--- src/rtl/adder_serial.sv ---
// Digit-serial adder/subtractor: one DIGIT-bit slice per clock through a single DIGIT-bit adder.
// Latency: done pulses NUM = WIDTH/DIGIT cycles after start is sampled; one result per NUM+1 cycles.
// Backpressure: none; start is only accepted in IDLE or DONE and is ignored while busy.
module adder_serial #(
  parameter int WIDTH = 16,
  parameter int DIGIT = 4
) (
  input  logic             clk,
  input  logic             rst_n,
  input  logic             start,
  input  logic             sub,
  input  logic [WIDTH-1:0] a,
  input  logic [WIDTH-1:0] b,
  input  logic             cin,
  output logic             busy,
  output logic             done,
  output logic [WIDTH-1:0] s,
  output logic             cout,
  output logic             ovf
);

  localparam int NUM  = WIDTH / DIGIT;
  localparam int IDXW = (NUM > 1) ? $clog2(NUM) : 1;
  localparam logic [IDXW-1:0] LAST_IDX = IDXW'(NUM - 1);

  // Operand width must split into whole digits.
  generate
    if (WIDTH % DIGIT != 0) begin : g_cfg_err
      $error("adder_serial: WIDTH must be an integer multiple of DIGIT");
    end
  endgenerate

  typedef enum logic [1:0] {S_IDLE, S_RUN, S_DONE} state_t;

  state_t           r_state;
  state_t           w_next;
  logic [WIDTH-1:0] r_a;
  logic [WIDTH-1:0] r_b;
  logic [WIDTH-1:0] r_s;
  logic             r_carry;
  logic             r_cout;
  logic             r_ovf;
  logic [IDXW-1:0]  r_idx;

  logic [DIGIT-1:0] w_adig;
  logic [DIGIT-1:0] w_bdig;
  logic [DIGIT:0]   w_dsum;
  logic             w_cmsb;
  logic             w_last;
  logic             w_accept;

  // Operands shift right one digit per RUN cycle, so the active digit is always the low slice.
  assign w_adig   = r_a[DIGIT-1:0];
  assign w_bdig   = r_b[DIGIT-1:0];
  assign w_dsum   = {1'b0, w_adig} + {1'b0, w_bdig} + {{DIGIT{1'b0}}, r_carry};
  // Carry into the top bit of the digit; only meaningful for the final (MSB) digit.
  assign w_cmsb   = w_adig[DIGIT-1] ^ w_bdig[DIGIT-1] ^ w_dsum[DIGIT-1];
  assign w_last   = (r_idx == LAST_IDX);
  assign w_accept = start && ((r_state == S_IDLE) || (r_state == S_DONE));

  // State register.
  always_ff @(posedge clk or negedge rst_n) begin
    if (!rst_n) begin
      r_state <= S_IDLE;
    end else begin
      r_state <= w_next;
    end
  end

  // Next-state logic: DONE accepts a new start directly for back-to-back operation.
  always_comb begin
    w_next = r_state;
    unique case (r_state)
      S_IDLE:  if (start) w_next = S_RUN;
      S_RUN:   if (w_last) w_next = S_DONE;
      S_DONE:  w_next = start ? S_RUN : S_IDLE;
      default: w_next = S_IDLE;
    endcase
  end

  // Datapath: capture on accept (subtract folds into inverted b and carry), then one digit per RUN cycle.
  always_ff @(posedge clk or negedge rst_n) begin
    if (!rst_n) begin
      r_a     <= '0;
      r_b     <= '0;
      r_s     <= '0;
      r_carry <= 1'b0;
      r_cout  <= 1'b0;
      r_ovf   <= 1'b0;
      r_idx   <= '0;
    end else if (w_accept) begin
      r_a     <= a;
      r_b     <= sub ? ~b : b;
      r_carry <= cin ^ sub;
      r_idx   <= '0;
    end else if (r_state == S_RUN) begin
      r_a     <= r_a >> DIGIT;
      r_b     <= r_b >> DIGIT;
      r_carry <= w_dsum[DIGIT];
      // Sum digits enter at the top and walk down, landing in place after NUM cycles.
      r_s     <= (r_s >> DIGIT) | (WIDTH'(w_dsum[DIGIT-1:0]) << (WIDTH - DIGIT));
      r_idx   <= r_idx + 1'b1;
      if (w_last) begin
        r_cout <= w_dsum[DIGIT];
        r_ovf  <= w_cmsb ^ w_dsum[DIGIT];
      end
    end
  end

  assign busy = (r_state == S_RUN);
  assign done = (r_state == S_DONE);
  assign s    = r_s;
  assign cout = r_cout;
  assign ovf  = r_ovf;

endmodule

--- config.mk ---
export PLATFORM = sky130hd
export DESIGN_NAME = adder_serial
export DESIGN_NICKNAME = d
export VERILOG_FILES = /design/src/rtl/adder_serial.sv
export SDC_FILE = /design/constraint.sdc
export NUM_CORES = 1
export LEC_CHECK = 0
export ABC_CLOCK_PERIOD_IN_PS = 2200
export BUFFER_PORTS_ARGS = -buffer_cell sky130_fd_sc_hd__buf_2
export CAP_MARGIN = 15
export CORE_MARGIN = 1
export CORE_UTILIZATION = 55
export CTS_BUF_LIST = sky130_fd_sc_hd__clkbuf_8
export CTS_CLUSTER_DIAMETER = 40
export DETAILED_ROUTE_END_ITERATION = 8
export PLACE_DENSITY_LB_ADDON = 0.2
export SLEW_MARGIN = 20
export SYNTH_ARGS = -nofsm -noshare
export SYNTH_HDL_FRONTEND = slang
export SYNTH_SLANG_ARGS = --single-unit
--- constraint.sdc ---
create_clock -name clk -period 2.2 [get_ports clk]
set_clock_uncertainty 0.2 [all_clocks]
set_input_delay 0.22 -clock clk [delete_from_list [all_inputs] [get_ports clk]]
set_output_delay 0.22 -clock clk [all_outputs]
set_load 0.02 [all_outputs]
# --- Word level (Yosys, flattened, before mapping) ---
# Index checks and enable logic that the tools add are counted.
# Widths: inputs -> output; s select.
totals:
  in_bits: 37
  output_inout_bits: 20
  wordCells: 43
  ff_bits: 55
classes:
  bitwise: 7
  n_reduce_logical: 7
  add_sub_neg: 3
  n_mux: 13
  eq_ne: 5
op_table:
  columns: ["cell", "count"]
  rows:
  - ["$mux 16", 5]
  - ["$not 16->16", 1]
  - ["$or 12x16->16", 1]
  - ["$mux 2", 4]
  - ["$pmux 2 s3", 1]
  - ["$add 4x4->5", 1]
  - ["$add 5x1->5", 1]
  - ["$eq 2x2->1 const B", 2]
  - ["$reduce_and 2->1", 2]
  - ["$xor 1x1->1", 4]
  - ["$mux 1", 3]
  - ["$reduce_and 3->1", 1]
  - ["$add 2x1->2 const B", 1]
  - ["$eq 2x1->1 const B", 1]
  - ["$logic_not 2->1", 1]
  - ["$ne 2x1->1 const B", 1]
  - ["$ne 2x2->1 const B", 1]
  - ["$reduce_bool 2->1", 1]
  - ["$logic_and 1x1->1", 1]
  - ["$logic_or 1x1->1", 1]
  - ["$not 1->1", 1]

# --- Longest topological paths before layout ---
logic_depth:
  word_depth: 5
  depth_mapped: 7
  ltp_nobuf: 7

# --- Worst setup path before layout ---
# No wires, ideal clock.
synth_path:
  path_kind: "reg2reg"
  start: "reg r_a[0]"
  end: "reg r_ovf (netlist: ovf)"
  setup_ps: 128
  slack_ps: 367
  t_required_ps: 1872
  stages_incl_launch_ff: 8
  t_arrival_ps: 1505
  period_less_slack_ps: 1833
  path_buffers: 0
  cell_sequence: "dfrtp_1 fa_1 inv_1 fa_1 nand2b_1 o2bb2ai_1 xnor2_1 o21ai_0"
synth_via:
  elab_chain_cells: 4
synth_lines:
  columns: ["element", "line", "source"]
  rows:
  - ["start: declaration", "37", "logic [WIDTH-1:0] r_a;"]
  - ["start signal: assignment", "97", "r_a <= r_a >> DIGIT;"]
  - ["$add 4x4->5 (*)", "55", "assign w_dsum = {1'b0, w_adig} + {1'b0, w_bdig} + {{DIGIT{1'b0}}, r_carry};"]
  - ["$add 5x1->5 (*)", "55", null]
  - ["$xor 1x1->1", "57", "assign w_cmsb = w_adig[DIGIT-1] ^ w_bdig[DIGIT-1] ^ w_dsum[DIGIT-1];"]
  - ["$xor 1x1->1 (*)", "105", "r_ovf <= w_cmsb ^ w_dsum[DIGIT];"]
  - ["end signal: assignment", "105", null]
  - ["end: declaration", "42", "logic r_ovf;"]
# Every way passes the cells marked *; elsewhere a longest branch is shown, timed or not.
# A chain may end at the register's enable or synchronous reset.

# --- Worst setup path after layout ---
# Same ends and word-level chain as after synthesis.

==> flow_metrics.tcl <==
set metrics [dict create \
    cp_slowest_cell "fa_1" \
    grt_max_degree 33 \
    grt_use_total 0.220 \
    yosys.area.top_type "dfrtp_1" \
    layout_common_cells "nand2_1 (80), buf_2 (56), dfrtp_1 (55)" \
    combPwrFrac 0.459 \
    h-tree-depth 2 \
    pwr-share-seq 0.412 \
    antenna_found_initial 0 \
    postCtsSetupRepairBufs 0 \
    diodes 0 \
    dpl.hpwl_mm 3.18 \
    pre_cts_ws_ns 0.244 \
    cp-start-kind "flop" \
    worstMarginPinSlew_ns 0.719 \
    start_util 0.573 \
    whs_endpoint "r_b[12]" \
    finalWirelength_mm 4.85 \
    p_per_area_nw_per_um2 1380 \
    worstPathMaxFanout 3 \
    die-area_sq_um 4810 \
    grt_overflow 0 \
    cp.arrival_ns 1.97 \
    status "finished, final reports clean" \
    drv_cap 0 \
    cpMostUsedCell "fa_1" \
    grt_pass1_vias 1884 \
    path_cells "fa_1, inv_1, fa_1, nand2b_1, o2bb2ai_1, xnor2_1, o21ai_0" \
    sw_frac_of_total 0.419 \
    clock_latency_ns 0.31 \
    grt_pass1_wl_mm 8.54 \
    drv_slew 0 \
    peakVddDrop_v 0.000556 \
    synth.avg_cell_area_sq_um 10.1 \
    cts_tree "built" \
    clockRootBuffer "clkbuf_8" \
    required_ns 2.20 \
    dieHeight_um 69.4 \
    worstReg2RegEnd "ovf" \
    tns_ns 0 \
    p_int_w 0.00245 \
    cts-root-to-sink-buffers 2 \
    core-area_sq_um 4350 \
    routed_via_density 5.19 \
    portBuffers 56 \
    syn_nets 290 \
    die_x_um 69.4 \
    path_clk_slew_ns 0.10 \
    fmax_mhz 509 \
    clock-sinks 55 \
    period_needed_ns 1.97 \
    num_rows 24 \
    synth.area.top_cells "dfrtp_1 (55%), nand2_1 (12%), xnor2_1 (4.6%)" \
    nNetsFinal 360 \
    drc 0 \
    ys_seq_area_frac 0.552 \
    ys_warn_count 0 \
    cts_buffers 5 \
    slew_headroom 0.521 \
    clock_power_share 0.129 \
    slowest_delay_ns 0.44 \
    drt_iter0_drc 113 \
    avgRoutedWirePerCell_um 13.1 \
    synth_top_area_frac 0.552 \
    hold_viol 0 \
    leakagePower_nw 1.56 \
    netlist_instances 247 \
    ioPinCount 57 \
    p_sw_w 0.00177 \
    r2r_slack_ns 0.23 \
    worstHoldStart "b[12]" \
    drive_gt1_frac 0.220 \
    whs_path_depth 3 \
    hold_class "primary input to flop" \
    rsz0062_at_grt "no" \
    ys_ff_latch 55 \
    setup_viol 0 \
    gp_congestion 0.755 \
    area_growth_pct 22.2 \
    drt_first_pass_iters 4 \
    timing_worst_setup_path_type "flop to flop" \
    r2r-start "r_a[0]" \
    cp-end-kind "flop" \
    synth_cell_types 25 \
    fin_crit_sh 0.894 \
    vias 1922 \
    layout_setup_ws_ns 0.234 \
    synth_area_sq_um 2490 \
    antenna_left 0 \
    final_common_cell "nand2_1" \
    worstRegToRegCells 7 \
]
cells in the mapped netlist:
| library cell | instances |
|---|---|
| xnor2_1 | 13 |
| nor3_1 | 1 |
| inv_1 | 4 |
| a221o_1 | 9 |
| fa_1 | 2 |
| clkbuf_1 | 4 |
| dfrtp_1 | 55 |
| a22o_1 | 5 |
| nor2b_1 | 2 |
| nor2_2 | 1 |
| a22oi_1 | 12 |
| a21o_1 | 1 |
| inv_6 | 1 |
| nand2_1 | 80 |
| o21ai_0 | 12 |
| buf_6 | 4 |
| ha_1 | 4 |
| buf_4 | 3 |
| xor2_1 | 7 |
| buf_2 | 5 |
| a21oi_1 | 1 |
| o2bb2ai_1 | 1 |
| nand2b_1 | 3 |
| nor2_1 | 13 |
| a31oi_1 | 4 |
cell type report:
cell class | instances | area (sq um)
flip-flops and latches | 55 | 1380
fillers | 345 | 1310
multi-input cells | 171 | 987
repair buffers | 79 | 510
clock buffers | 5 | 68.8
well taps | 52 | 65.1
inverters | 5 | 23.8
clock inverters | 3 | 16.3
worst max path at each step:
stage / start / to / slack [ns]
6_report: r_a[0] / ovf / 0.23
5_1_grt: r_a[0] / ovf / 0.09
4_1_cts: r_a[0] / ovf / 0.23
3_5_place_dp: r_a[0] / ovf / 0.24
3_3_place_gp: r_a[0] / ovf / 0.31
2_1_floorplan: r_a[0] / ovf / 0.37
power by group through the flow:
stage                     sequential (W)  combinational (W)  clock, W
after floorplan                  0.00188            0.00133         0
after global placement           0.00174            0.00186         0
after detailed placement         0.00176            0.00192         0
after CTS                        0.00174            0.00196  0.000555
after global routing             0.00180            0.00220  0.000594
final                            0.00174            0.00194  0.000544
repair_timing:
item / in CTS / in global routing
hold buffers: 18 / 0
hold endpoints to repair: 40 / 0
gates resized for setup: 0 / 0
state kept, by name (all words and copies together), names as in the netlist:
signal,count
cout,1
ovf,1
r_a,16
r_b,16
r_carry,1
r_idx,2
r_state,2
s,16
worst max-delay path, delay by kind of cell, from the launching register on:
family | cells | cell delay, ns
xor gates and xnor gates | 1 | 0.15
buffers and inverters | 1 | 0.09
DFF | 1 | 0.41
AOI/OAI and AO/OA | 2 | 0.25
and+or+nand+nor | 1 | 0.12
adders and majority gates | 2 | 0.64
per-layer routing:
layer / up-vias / track usage / share of wire
li1: 956 / - / -
met1: 911 / 0.303 / 0.48
met2: 49 / 0.358 / 0.46
met3: 6 / 0.0523 / 0.050
met4: 0 / 0.0476 / 0.0078
met5: - / 0 / 0
through the flow:
stage / area, sq um / total power [W] / hold slack, ns / cells / utilization
6_report: 3050 / 0.00422 / 0.00165 / 370 / 0.700
5_1_grt: 3050 / 0.00459 / 0.0182 / 370 / 0.700
4_1_cts: 3050 / 0.00425 / 0.000617 / 370 / 0.700
3_5_place_dp: 2780 / 0.00368 / 0.0473 / 344 / 0.639
3_3_place_gp: 2780 / 0.00360 / 0.0439 / 344 / 0.639
2_1_floorplan: 2490 / 0.00321 / -0.276 / 247 / -
cell families (layout without fill, tap and decap cells):
| kind of cell | count (synthesis) | after routing | synth area share |
|---|---|---|---|
| adder cells (fa/ha/maj) | 6 | 6 | 0.0361 |
| XOR/XNOR | 20 | 20 | 0.0702 |
| AO/OA/AOI/OAI | 45 | 45 | 0.132 |
| flip-flops | 55 | 55 | 0.552 |
| buffers and inverters | 21 | 92 | 0.0527 |
| AND/OR/NAND/NOR | 100 | 100 | 0.157 |
(Power assumes the default switching activity.)
